`src/rtl/rom_dispatch_pkg.sv`:
```
// rom_dispatch_pkg
// Shared types and sizing helpers for the ROM burst dispatcher.
//   state_t       : sequencer state {IDLE, RUN, DRAIN}
//   nports_f      : number of ROM output ports for a given log2 port count
//   grant_cnt_w_f : width of a per-beat word count (0..NPORTS)
//   rem_w_f       : width of the remaining-words counter (0..2**LOG_ROM_SIZE)
package rom_dispatch_pkg;

    typedef enum logic [1:0] {
        IDLE  = 2'd0,
        RUN   = 2'd1,
        DRAIN = 2'd2
    } state_t;

    localparam int DEF_LOG_ROM_SIZE  = 8;
    localparam int DEF_LOG_OUT_PORTS = 2;

    function automatic int nports_f(input int log_out_ports);
        return 1 << log_out_ports;
    endfunction

    function automatic int grant_cnt_w_f(input int log_out_ports);
        return log_out_ports + 1;
    endfunction

    function automatic int rem_w_f(input int log_rom_size);
        return log_rom_size + 1;
    endfunction

endpackage

```
`src/rtl/rom_dispatch_ctrl_grant_sel.sv`:
```
// dispatch_grant_sel
// Combinational beat grant. Picks the lowest-index ready ports, stopping once
// the number of picked ports reaches the words still to be dispatched.
//   port_ready : per-port downstream ready
//   remaining  : words left in the burst
//   grant      : ports served this beat (ascending index gets ascending address)
//   k          : popcount(grant) = min(remaining, popcount(port_ready))
module dispatch_grant_sel
    import rom_dispatch_pkg::*;
#(
    parameter int LOG_ROM_SIZE  = DEF_LOG_ROM_SIZE,
    parameter int LOG_OUT_PORTS = DEF_LOG_OUT_PORTS,
    localparam int NPORTS = nports_f(LOG_OUT_PORTS),
    localparam int KW     = grant_cnt_w_f(LOG_OUT_PORTS),
    localparam int RW     = rem_w_f(LOG_ROM_SIZE)
)(
    input  logic [NPORTS-1:0] port_ready,
    input  logic [RW-1:0]     remaining,
    output logic [NPORTS-1:0] grant,
    output logic [KW-1:0]     k
);

    logic [KW-1:0] w_cnt;

    // Running count doubles as the cap test: a ready port is taken only while
    // fewer ports than remaining words have been granted so far.
    always_comb begin
        grant = '0;
        w_cnt = '0;
        for (int i = 0; i < NPORTS; i++) begin
            if (port_ready[i] && (RW'(w_cnt) < remaining)) begin
                grant[i] = 1'b1;
                w_cnt    = w_cnt + KW'(1);
            end
        end
        k = w_cnt;
    end

endmodule

```
`src/rtl/rom_dispatch_ctrl.sv`:
```
// rom_dispatch_ctrl
// Burst sequencer for custom_rom. Accepts (base_addr, length), then issues one
// multi-word ROM read per cycle sized to the ready downstream ports, and
// produces a per-port valid aligned with the ROM's registered data_out.
//   clk, rst        : clock, asynchronous active-low reset
//   start           : command strobe (ignored while busy)
//   base_addr       : first ROM word of the burst
//   length          : words to dispatch, 0..2**LOG_ROM_SIZE
//   abort           : synchronous burst cancel, no done pulse
//   port_ready      : per-port downstream ready
//   busy            : RUN or DRAIN
//   done            : one-cycle completion pulse
//   rom_read        : ROM read enable
//   rom_addr        : address of the first word of this beat
//   rom_stall_word  : 1 = port not served this beat
//   rom_n_v_out     : words requested this beat
//   port_valid      : ports carrying ROM data this cycle (read delayed 1 cycle)
module rom_dispatch_ctrl
    import rom_dispatch_pkg::*;
#(
    parameter int LOG_ROM_SIZE  = DEF_LOG_ROM_SIZE,
    parameter int LOG_OUT_PORTS = DEF_LOG_OUT_PORTS,
    localparam int NPORTS = nports_f(LOG_OUT_PORTS),
    localparam int KW     = grant_cnt_w_f(LOG_OUT_PORTS),
    localparam int RW     = rem_w_f(LOG_ROM_SIZE)
)(
    input  logic                    clk,
    input  logic                    rst,
    input  logic                    start,
    input  logic [LOG_ROM_SIZE-1:0] base_addr,
    input  logic [RW-1:0]           length,
    input  logic                    abort,
    input  logic [NPORTS-1:0]       port_ready,
    output logic                    busy,
    output logic                    done,
    output logic                    rom_read,
    output logic [LOG_ROM_SIZE-1:0] rom_addr,
    output logic [NPORTS-1:0]       rom_stall_word,
    output logic [KW-1:0]           rom_n_v_out,
    output logic [NPORTS-1:0]       port_valid
);

    state_t                  r_state;
    state_t                  w_state_next;
    logic [LOG_ROM_SIZE-1:0] r_addr;
    logic [RW-1:0]           r_remaining;
    logic [NPORTS-1:0]       r_port_valid;
    logic                    r_zero_done;

    logic [NPORTS-1:0]       w_grant;
    logic [KW-1:0]           w_k;
    logic                    w_run;
    logic                    w_read;
    logic                    w_accept;
    logic                    w_last_beat;

    dispatch_grant_sel #(
        .LOG_ROM_SIZE  (LOG_ROM_SIZE),
        .LOG_OUT_PORTS (LOG_OUT_PORTS)
    ) u_grant_sel (
        .port_ready (port_ready),
        .remaining  (r_remaining),
        .grant      (w_grant),
        .k          (w_k)
    );

    assign w_run       = (r_state == RUN);
    assign w_read      = w_run && (w_k != '0);
    // abort beats start when both arrive together in IDLE
    assign w_accept    = (r_state == IDLE) && start && !abort;
    assign w_last_beat = w_read && (r_remaining == RW'(w_k));

    always_comb begin
        w_state_next = r_state;
        case (r_state)
            IDLE: begin
                if (w_accept && (length != '0)) begin
                    w_state_next = RUN;
                end
            end
            RUN: begin
                if (abort) begin
                    w_state_next = IDLE;
                end else if (w_last_beat) begin
                    w_state_next = DRAIN;
                end
            end
            DRAIN: begin
                w_state_next = IDLE;
            end
            default: begin
                w_state_next = IDLE;
            end
        endcase
    end

    always_ff @(posedge clk or negedge rst) begin
        if (!rst) begin
            r_state      <= IDLE;
            r_addr       <= '0;
            r_remaining  <= '0;
            r_port_valid <= '0;
            r_zero_done  <= 1'b0;
        end else begin
            r_state      <= w_state_next;
            // a read in the abort cycle still delivers its data
            r_port_valid <= w_read ? w_grant : '0;
            r_zero_done  <= w_accept && (length == '0);
            if (w_accept && (length != '0)) begin
                r_addr      <= base_addr;
                r_remaining <= length;
            end else if (w_run && abort) begin
                r_remaining <= '0;
            end else if (w_read) begin
                r_addr      <= r_addr + LOG_ROM_SIZE'(w_k);
                r_remaining <= r_remaining - RW'(w_k);
            end
        end
    end

    // DRAIN is the cycle of the last port_valid; a zero-length command pulses
    // done from its own flag while busy stays low.
    assign done           = ((r_state == DRAIN) && !abort) || r_zero_done;
    assign busy           = w_run || (r_state == DRAIN);
    assign rom_read       = w_read;
    assign rom_addr       = w_run ? r_addr : '0;
    assign rom_stall_word = w_run ? ~w_grant : '1;
    assign rom_n_v_out    = w_run ? w_k : '0;
    assign port_valid     = r_port_valid;

endmodule

```
`config.mk`:
```
export PLATFORM = sky130hd
export DESIGN_NAME = rom_dispatch_ctrl
export DESIGN_NICKNAME = d
export VERILOG_FILES = /design/src/rtl/rom_dispatch_pkg.sv /design/src/rtl/rom_dispatch_ctrl_grant_sel.sv /design/src/rtl/rom_dispatch_ctrl.sv
export SDC_FILE = /design/constraint.sdc
export NUM_CORES = 1
export LEC_CHECK = 0
export CORE_MARGIN = 8
export CORE_UTILIZATION = 25
export DETAILED_ROUTE_END_ITERATION = 8
export PLACE_DENSITY_LB_ADDON = 0.08
export SYNTH_ARGS = -nofsm -noshare
export SYNTH_HDL_FRONTEND = slang
export SYNTH_SLANG_ARGS = --single-unit
```
`constraint.sdc`:
```
create_clock -name clk -period 6.7 [get_ports clk]
set_clock_uncertainty 0.1 [all_clocks]
set_input_delay 1.34 -clock clk [delete_from_list [all_inputs] [get_ports clk]]
set_output_delay 1.34 -clock clk [all_outputs]
set_load 0.01 [all_outputs]
```
==> results.yml <==
synthesis:
  synth_top_cell_area_share: 0.291
  avgSynthCellArea_um2: 8.29
  ys.flop_type: "dfrtp_1"
  syn-cell-area_um2: 2060
  yosys_warnings: 0
  synthSimpleGateAreaFrac: 0.247
  synthArstFlopShare: 1.00
  ys_seq_area_frac: 0.291
  synth_common_cells: "25 x nand2_1, 24 x dfrtp_1, 19 x inv_1"
  yosys-top-cells-area: "dfrtp_1 29%, ha_1 9.1%, nand2_1 4.5%"
  synth_compound_area_frac: 0.295
  synthMuxAreaShare: 0
  yosys.area_share.adder: 0.101
  yosysMostFrequentCell: "nand2_1"
  synth_nets: 290
  synth-xor-area-share: 0.0127
  yosysUniqueCellTypes: 56
  yosysTopAreaCell: "dfrtp_1"
  synth_edf_count: 0
  synth_cells: 249
  ys_ff_latch: 24
  synth_top_family_by_area: "compound AO/OA/AOI/OAI gates"
clock_network:
  ctsResizeCount: 0
  clock_path_buffers: 2
  cts_tree: "built"
  cts_hold_buf: 0
  cts.sinks: 24
  numCtsBuffers: 3
  htreeDepth: 1
  cts_setup_buffers: 0
  clkTransAtPathRegs_ns: 0.09
  clk_latency_ns: 0.27
  cts-root-buf: "clkbuf_8"
floorplanning:
  std_cell_rows: 33
  die_width_um: 107
  dieHeight_um: 107
  die-area_um2: 11400
  core_um2: 8090
  start_util: 0.255
  ios: 47
grt:
  gr-usage-all-layers: 0.122
  grt_max_degree: 27
  grt_antenna_before_repair: 0
  grt.overflow.total: 0
  grt_pass1_wl_um: 11300
  grt_pass1_vias: 2150
route:
  vias: 2095
  drt-initial-drc-count: 74
  wl_per_cell_um: 16.7
  dr.pass1.iters: 4
  wirelength_um: 6810
  postRouteAntennaNets: 0
  drc: 0
  avgViaCountPerCell: 5.15
placed_design:
  gp_congestion: 0.761
  hpwlAfterDp_um: 5170
  portBuffers: 46
  placed_area_um2: 2710
finish:
  layout-drive-gt1-share: 0.103
  fillers: 879
  postLayoutCellArea_um2: 2780
  final_nets: 345
  utilization: 0.343
  n_antenna_cell: 0
  area_growth_pct: 34.5
timing:
  hold_viol: 0
  worst_slew_pin_slew_ns: 0.984
  finalCritPeriodShare: 0.968
  slew_headroom: 0.344
  slew_violations: 0
  max_freq_mhz: 154
  post-route-min-period_ns: 6.48
  finalSetupViolCount: 0
hold_path:
  hold_path.startpoint: "r_addr[2]$_DFFE_PN0P_"
  hold_class: "reg2reg"
power:
  power_leakage_uw: 0.00116
  power.density_nw_per_um2: 397
  vdd.ir_drop.worst_mv: 0.104
critical_path:
  critPathLaunchType: "input pin"
  critPathArrivalTime_ns: 5.04
  worstSetupStartpoint: "port_ready[0]"
  timing.rr.start: "r_remaining[6]$_DFFE_PN0P_"
  cp.required_ns: 5.26
  end_kind: "primary output"
  cp_max_fo: 4
  crit_type: "in2out"
status:
  status: "finished, final reports clean"
flow_run:
  cap_violations: 0
==> cells in the final DEF, fill, tap and decap left out, types with 2 or more instances in the layout <==
cell             count
a21o_1               5
inv_1               19
o311ai_1             2
nand3_1             10
nor2b_1              3
o31ai_1              2
nand4_1              3
o21ai_1              2
a22o_1               2
a21oi_1             15
a211oi_1             6
clkdlybuf4s50_1     46
nor2_1              17
a2bb2oi_1            3
buf_4               12
nand2_2              2
nor3_1               9
a31oi_1              2
nand2_1             24
o21a_1               3
o21ai_0              5
clkbuf_8             3
xnor2_1              2
a32oi_1              2
a22oi_1              3
or4_4                2
o2bb2a_1             2
or3_1                2
a41o_1               2
o211ai_1             4
and2_1              14
o22ai_1              6
a211oi_2             2
nand2b_1             2
dfrtp_1             24
nor4_1               3
ha_1                15
==> cells by family after synthesis <==
group / count (synthesis)
adders and majority gates: 16
AOI/OAI and AO/OA: 79
DFF: 24
xor gates and xnor gates: 3
and+or+nand+nor: 99
buffers and inverters: 28
==> critical path: stages <==
cell and delay [ns]:
clkdlybuf4s50_1 0.48, nor2_1 0.05, o31ai_2 0.21, inv_1 0.09
ha_1 0.24, ha_1 0.33, a21o_1 0.20, a211oi_1 0.30
a21o_1 0.15, ha_1 0.22, nand2_1 0.08, a311o_1 0.21
nand3_2 0.16, a32oi_4 0.25, nand2_2 0.09, inv_2 0.09
clkdlybuf4s50_1 0.54
==> sequential cells by signal (all words and copies together), names as in the netlist <==
name	cells
r_zero_done	1
r_state	2
port_valid	4
r_remaining	9
r_addr	8
==> power breakdown <==
group | leakage, uW | switching (uW) | internal, uW
Sequential | 0.000298 | 74.2 | 204
Clock | 0.0000216 | 48.9 | 40.4
Combinational | 0.000836 | 400 | 336
==> routing by layer <==
layer	wire length [um]	global-route usage
met5	0	0
met4	73	0.0271
met3	331	0.0324
met2	3200	0.202
met1	3210	0.155
==> per-stage QoR <==
step	setup WS [ns]	hold WS (ns)	total power, uW	setup TNS (ns)	std cells
2_1_floorplan	0.820	0.390	744	0	249
3_3_place_gp	0.137	0.439	1020	0	404
3_5_place_dp	0.0586	0.435	1010	0	404
4_1_cts	0.0331	0.460	1110	0	407
5_1_grt	-0.0231	0.491	1210	-0.0231	407
6_report	0.217	0.454	1100	0	407
==> cell type report <==
cell class	count	area [um2]	area share
Multi-Input combinational cell	197	1380	0.496
Sequential cell	24	601	0.216
Timing Repair Buffer	58	551	0.198
Tap cell	105	131	0.0473
Inverter	20	75.1	0.0270
Clock buffer	3	41.3	0.0149
==> worst paths after layout <==
path	slack, ns	to	depth (start not counted)
worst max-delay path	0.22	rom_read	17
worst min-delay path	0.45	r_addr[2]$_DFFE_PN0P_	1
worst max register to register	0.82	r_addr[6]$_DFFE_PN0P_	22
worst min register to register	0.45	r_addr[2]$_DFFE_PN0P_	1
max in group asynchronous	4.89	r_remaining[2]$_DFFE_PN0P_	2
min in group asynchronous	1.34	port_valid[0]$_DFF_PN0_	2
Power figures use the tool's default switching activity.
